<file path="src/rtl/corrupt_scheduler.sv">
// Frame-aligned corruption scheduler: tracks row/column from the valid/FAS byte stream
// and gates the line corruptor per whole frame. Optional statistics ports: CORRUPT_SCHED_STATS_EN.
module corrupt_scheduler #(
    parameter int P_ROWS = 4,
    parameter int P_COLS = 1024
) (
    input  logic        i_clk,
    input  logic        i_rst_n,
    input  logic        i_frame_data_valid,
    input  logic        i_frame_data_fas,
    input  logic        i_sw_enable,
    input  logic [1:0]  i_sw_mode,
    input  logic [7:0]  i_burst_len,
    input  logic [7:0]  i_gap_len,
    input  logic [7:0]  i_seed,
    output logic [1:0]  o_row_cnt,
    output logic [10:0] o_col_cnt,
    output logic        o_corrupt_en,
    output logic [7:0]  o_corrupt_seed,
    output logic        o_locked
`ifdef CORRUPT_SCHED_STATS_EN
    ,
    output logic [15:0] o_frames_corrupted,
    output logic [7:0]  o_lock_losses
`endif
);

    typedef enum logic [1:0] {S_IDLE, S_BURST, S_GAP, S_DONE} sched_e;
    typedef enum logic {L_HUNT, L_LOCKED} lock_e;

    localparam logic [1:0]  LAST_ROW = 2'(P_ROWS - 1);
    localparam logic [10:0] LAST_COL = 11'(P_COLS - 1);

    logic [1:0]  row_q, row_d, cur_row;
    logic [10:0] col_q, col_d, cur_col;
    lock_e       lock_q, lock_d;
    sched_e      state_q, state_d;
    logic [7:0]  cnt_q, cnt_d;
    logic        en_q;
    logic [7:0]  seed_q;
    logic        byte_fas, pos_zero, lock_loss, fs, start_ok;

    assign byte_fas  = i_frame_data_valid & i_frame_data_fas;
    assign pos_zero  = (row_q == 2'd0) && (col_q == 11'd0);
    assign cur_row   = byte_fas ? 2'd0 : row_q;
    assign cur_col   = byte_fas ? 11'd0 : col_q;
    assign lock_loss = (lock_q == L_LOCKED) & i_frame_data_valid & ~i_frame_data_fas & pos_zero;
    // A frame start is a FAS either at the expected position or while still hunting.
    assign fs        = byte_fas & ((lock_q == L_HUNT) | pos_zero);
    assign start_ok  = i_sw_enable & (i_sw_mode != 2'd0)
                     & ((i_sw_mode == 2'd1) | (i_burst_len != 8'd0));

    assign o_row_cnt      = cur_row;
    assign o_col_cnt      = cur_col;
    assign o_corrupt_en   = en_q;
    assign o_corrupt_seed = seed_q;
    assign o_locked       = (lock_q == L_LOCKED);

    // NOTE: every signal written in an always_comb gets a default first so no latch is inferred.
    always_comb begin
        row_d = row_q;
        col_d = col_q;
        if (i_frame_data_valid) begin
            if (cur_col == LAST_COL) begin
                col_d = 11'd0;
                row_d = (cur_row == LAST_ROW) ? 2'd0 : cur_row + 2'd1;
            end else begin
                col_d = cur_col + 11'd1;
                row_d = cur_row;
            end
        end
    end

    always_comb begin
        lock_d = lock_q;
        if (byte_fas)       lock_d = L_LOCKED;
        else if (lock_loss) lock_d = L_HUNT;
    end

    always_comb begin
        state_d = state_q;
        cnt_d   = cnt_q;
        case (state_q)
            S_IDLE: begin
                if (fs && start_ok) begin
                    state_d = S_BURST;
                    cnt_d   = 8'd1;
                end
            end
            S_BURST: begin
                if (!i_sw_enable || lock_loss) begin
                    state_d = S_IDLE;
                end else if (fs) begin
                    if (i_sw_mode == 2'd0) begin
                        state_d = S_IDLE;
                    end else if (i_sw_mode == 2'd1) begin
                        state_d = S_BURST;
                    end else if (cnt_q == i_burst_len) begin
                        if (i_sw_mode == 2'd3) begin
                            state_d = S_DONE;
                        end else begin
                            state_d = (i_gap_len == 8'd0) ? S_BURST : S_GAP;
                            cnt_d   = 8'd1;
                        end
                    end else begin
                        cnt_d = cnt_q + 8'd1;
                    end
                end
            end
            S_GAP: begin
                if (!i_sw_enable || lock_loss) begin
                    state_d = S_IDLE;
                end else if (fs) begin
                    if (i_sw_mode == 2'd0) begin
                        state_d = S_IDLE;
                    end else if (cnt_q == i_gap_len) begin
                        state_d = S_BURST;
                        cnt_d   = 8'd1;
                    end else begin
                        cnt_d = cnt_q + 8'd1;
                    end
                end
            end
            S_DONE: begin
                if (!i_sw_enable) state_d = S_IDLE;
            end
            default: state_d = S_IDLE;
        endcase
    end

    // NOTE: state registers use non-blocking assignments so all flops update together on the edge.
    always_ff @(posedge i_clk or negedge i_rst_n) begin
        if (!i_rst_n) begin
            row_q   <= 2'd0;
            col_q   <= 11'd0;
            lock_q  <= L_HUNT;
            state_q <= S_IDLE;
            cnt_q   <= 8'd0;
            en_q    <= 1'b0;
            seed_q  <= 8'h01;
        end else begin
            row_q   <= row_d;
            col_q   <= col_d;
            lock_q  <= lock_d;
            state_q <= state_d;
            cnt_q   <= cnt_d;
            en_q    <= (state_d == S_BURST);
            // An all-zero seed would lock the LFSR, so it is promoted to 1.
            if (state_q == S_IDLE) seed_q <= (i_seed == 8'h00) ? 8'h01 : i_seed;
        end
    end

`ifdef CORRUPT_SCHED_STATS_EN
    logic [15:0] frames_q;
    logic [7:0]  losses_q;

    always_ff @(posedge i_clk or negedge i_rst_n) begin
        if (!i_rst_n) begin
            frames_q <= 16'd0;
            losses_q <= 8'd0;
        end else begin
            if (fs && (state_d == S_BURST) && (frames_q != 16'hFFFF)) frames_q <= frames_q + 16'd1;
            if (lock_loss && (losses_q != 8'hFF)) losses_q <= losses_q + 8'd1;
        end
    end

    assign o_frames_corrupted = frames_q;
    assign o_lock_losses      = losses_q;
`endif

endmodule

</file>
<file path="config.mk">
export PLATFORM = sky130hd
export DESIGN_NAME = corrupt_scheduler
export DESIGN_NICKNAME = d
export VERILOG_FILES = /design/src/rtl/corrupt_scheduler.sv
export SDC_FILE = /design/constraint.sdc
export NUM_CORES = 1
export LEC_CHECK = 0
export BUFFER_PORTS_ARGS = -buffer_cell sky130_fd_sc_hd__clkbuf_2
export CORE_MARGIN = 2
export CORE_UTILIZATION = 58
export CTS_BUF_LIST = sky130_fd_sc_hd__clkbuf_16
export DETAILED_ROUTE_END_ITERATION = 6
export PLACE_DENSITY = 0.95
export SYNTH_ARGS = -nofsm -noshare
export SYNTH_HDL_FRONTEND = slang
export SYNTH_SLANG_ARGS = --single-unit
</file>
<file path="constraint.sdc">
create_clock -name i_clk -period 4.7 [get_ports i_clk]
set_clock_uncertainty 0.15 [all_clocks]
set_input_delay 0.235 -clock i_clk [delete_from_list [all_inputs] [get_ports i_clk]]
set_output_delay 0.235 -clock i_clk [all_outputs]
set_load 0.01 [all_outputs]
</file>
==> key figures <==
Run status
  • Status: finished, final reports clean

Die
  • Core Rows: 22
  • Die height: 66.7 um
  • Die Wd: around 67 um
  • Die area: 4450 um2
  • Core Box Area: 3720 um2
  • Top-Level Pins: 54
  • Starting Density: 61.3%

Synthesis
  • FF+latch count, synth: 33
  • Sequential share of the synthesized area: 36.3%
  • Synthesized area: roughly 2300 um2
  • Library cells used by synthesis: 62
  • Asr flop ratio synth: 100%
  • Post-Syn Area per Cell: 9.19 um2
  • Most used DFF post-synth: dfrtp_1
  • Post-synth EDFFs: 0
  • Synth warnings: 0
  • Cells after Synth: 248
  • Syn Nets: 285

Critical path
  • R2R setup slack: just under 2 ns
  • Arrival time at the worst endpoint: 2.78 ns
  • Setup CP Type: flip-flop to flip-flop
  • Worst r2r dst: cnt_q[3]
  • Worst Path Required: 4.75 ns
  • Crit start category: flip-flop
  • Worst Path Max Fanout: 11
  • R2r worst-path depth: 6
  • Nature of the critical path endpoint: flip-flop
  • R2r startpoint: row_q[0]

STA
  • Final period utilization: 58.2%
  • Final worst slack: 1.96 ns
  • Tmin final: between 2 and 3 ns
  • Fin. Hold Viols: 0
  • Final TNS setup: 0 ns
  • Final setup fails: 0
  • Slew Limit Headroom: 45.3%
  • Unrepaired setup endpoints after global routing: no
  • Worst slew pin tran: ~0.8 ns
  • Fmax achieved: 0.365 GHz
  • Slew Viols, Final: 0

Global routing
  • GR Util All Layers: 29.4%
  • Vias in the first global route: approximately 2.2k
  • Grt total ovfl: 0
  • Initial antenna violation count: 0
  • Largest net degree at the start of global routing: 34
  • First-pass GRT wire length: approximately 10 mm

Worst hold path
  • Worst Hold Class: primary input to flip-flop
  • WHS Endpoint: o_corrupt_seed[3]
  • Worst hold start: i_seed[3]
  • WHS Path Cells: 2

Clock network
  • CTS tree: done
  • Worst-path clk slew: 0.05 ns
  • H-tree Lvls: 2
  • Later-pin clock latency in the skew report: 0.28 ns
  • Clock buffer depth: 2
  • Post-cts resize count: 0
  • CTS root buf: clkbuf_16
  • CTS sink cnt: 33
  • CTS Buf Count: 5

Drt
  • Highest routed metal layer: met4
  • Wl on met1: 2.39 mm
  • Initial DRC count: 359
  • Via/cell ratio: 6.45
  • Final antenna-violating net count: 0
  • Met2 wire len: 2.98 mm
  • Post-route DRC: 0
  • TritonRoute pass-1 iters: 7
  • DR WL/cell: 16.9 um
  • Vias: 2252
  • WL final: 5.92 mm
  • Met3 Routed Length: 419 um

Cells and area
  • Layout cells sized above 1: between 20% and 30%
  • Cell area after layout: approximately 2700 um2
  • Multi-input logic area: 1350 um2
  • Fill cell count: a little under 300
  • Antenna diodes: 0
  • Nets: between 300 and 400
  • Area Growth Syn to Fin: 19.6%
  • Final core occ: 73.3%
  • Layout Cells excl Fill: 349
  • Register area: 827 um2

Placement
  • Dpl cells: 340
  • Worst slack, placed: 1.93 ns
  • Placed inst area: between 2000 and 3000 um2
  • # port buffers: 53
  • Placer Congestion: 0.931
  • Post-detail-place hpwl: 4.12 mm

Power
  • Pleak: 0.00116 uW
  • Sw Pwr: 390 uW
  • Cell area power density: ~420 nW/um2
  • Comb power frac: 34.4%
  • Worst IR Drop VDD: 0.000264 V
  • Seq pwr share: 33.2%
  • Switch share: 34.2%
  • Int Pwr: ~750 uW
  • Clock power frac: between 30% and 40%

Run
  • Max-cap violations: 0
## cells in the mapped netlist, types with 3 or more instances
library cell	n	share of area, %
o21ai_0	11	2.4
nand2_1	18	3.0
xnor2_1	18	6.9
o2bb2ai_1	3	1.2
or2_2	3	0.82
dfrtp_1	32	35
o22ai_1	4	1.1
nor3_1	7	1.5
o2111ai_1	3	1.2
nand4_1	8	2.2
o31ai_1	7	2.3
a211oi_1	5	1.6
mux2_2	7	3.5
clkbuf_1	4	0.66
nand3_1	8	1.8
a21oi_1	13	2.9
nor4_1	4	1.1
and2_1	11	3.0
nor2_1	13	2.1
inv_1	12	2.0
ha_1	6	3.3
## sequential cells by signal, indices dropped and copies added (netlist names)
| signal | cells |
|---|---|
| cnt_q | 8 |
| col_q | 11 |
| o_corrupt_en | 1 |
| o_corrupt_seed | 8 |
| o_locked | 1 |
| row_q | 2 |
| state_q | 2 |
## cell usage in the layout (no fill, tap or decap), drive strengths merged, types with 12 or more instances in the layout
| cell | n |
|---|---|
| xnor2 | 18 |
| nor2 | 13 |
| dfrtp | 32 |
| nand2 | 18 |
| and2 | 12 |
| clkbuf | 58 |
| o21ai | 13 |
| inv | 14 |
| a21oi | 13 |
## routing by layer
metal	GRT usage, %	vias up
li1	-	1046
met1	36.0	1065
met2	51.5	120
met3	6.59	21
met4	8.67	0
met5	0	-
## layout make-up
| cell class | count | area share, % |
|---|---|---|
| clock buffers | 5 | 4.59 |
| repair buffers | 54 | 10.1 |
| flip-flops and latches | 33 | 30.3 |
| multi-input cells | 193 | 49.6 |
| well taps | 48 | 2.20 |
| inverters | 13 | 1.79 |
| clock inverters | 3 | 1.38 |
## how the worst max path moves through the flow
stage                     to               start
finish              cnt_q[3]            row_q[0]
global route        cnt_q[3]            row_q[0]
CTS                 cnt_q[3]            row_q[0]
detailed placement  col_q[9]  i_frame_data_valid
global placement    row_q[1]  i_frame_data_valid
floorplan           row_q[1]  i_frame_data_valid
## kinds of logic after synthesis
logic type	count (synthesis)	share of synthesized area, %
buffers and inverters	22	4.39
adders and majority gates	6	3.29
DFF	33	36.3
and+or+nand+nor	89	22.2
AOI/OAI and AO/OA	71	22.5
muxes	9	4.34
xor gates and xnor gates	18	6.92
## timing repair
action / 4_1_cts / 5_1_grt
buffers inserted: 0 / 0
endpoints found under the hold margin: 32 / 0
hold buffers: 1 / 0
## power groups by stage
stage | Clock, uW | Combinational, uW | Sequential [uW]
4_1_cts | 370 | 387 | 378
3_5_place_dp | 0 | 382 | 382
5_1_grt | 387 | 427 | 385
3_3_place_gp | 0 | 365 | 381
2_1_floorplan | 0 | 265 | 391
6_report | 370 | 392 | 378
## stage by stage
step                      hold WS [ns]  total power (uW)
after floorplan                 -0.211               656
after global placement           0.213               746
after detailed placement         0.217               765
after CTS                       0.0576              1140
after global routing            0.0641              1200
final                           0.0565              1140
## critical path, cell delays in order (launching register included)
cell     delay (ns)
dfrtp_1        0.44
nor4_2         0.41
a41oi_2        0.25
o31a_1         0.32
a221o_1        0.43
or3b_4         0.47
o22ai_1        0.19
Note: power is estimated with default switching activity, not from simulation.
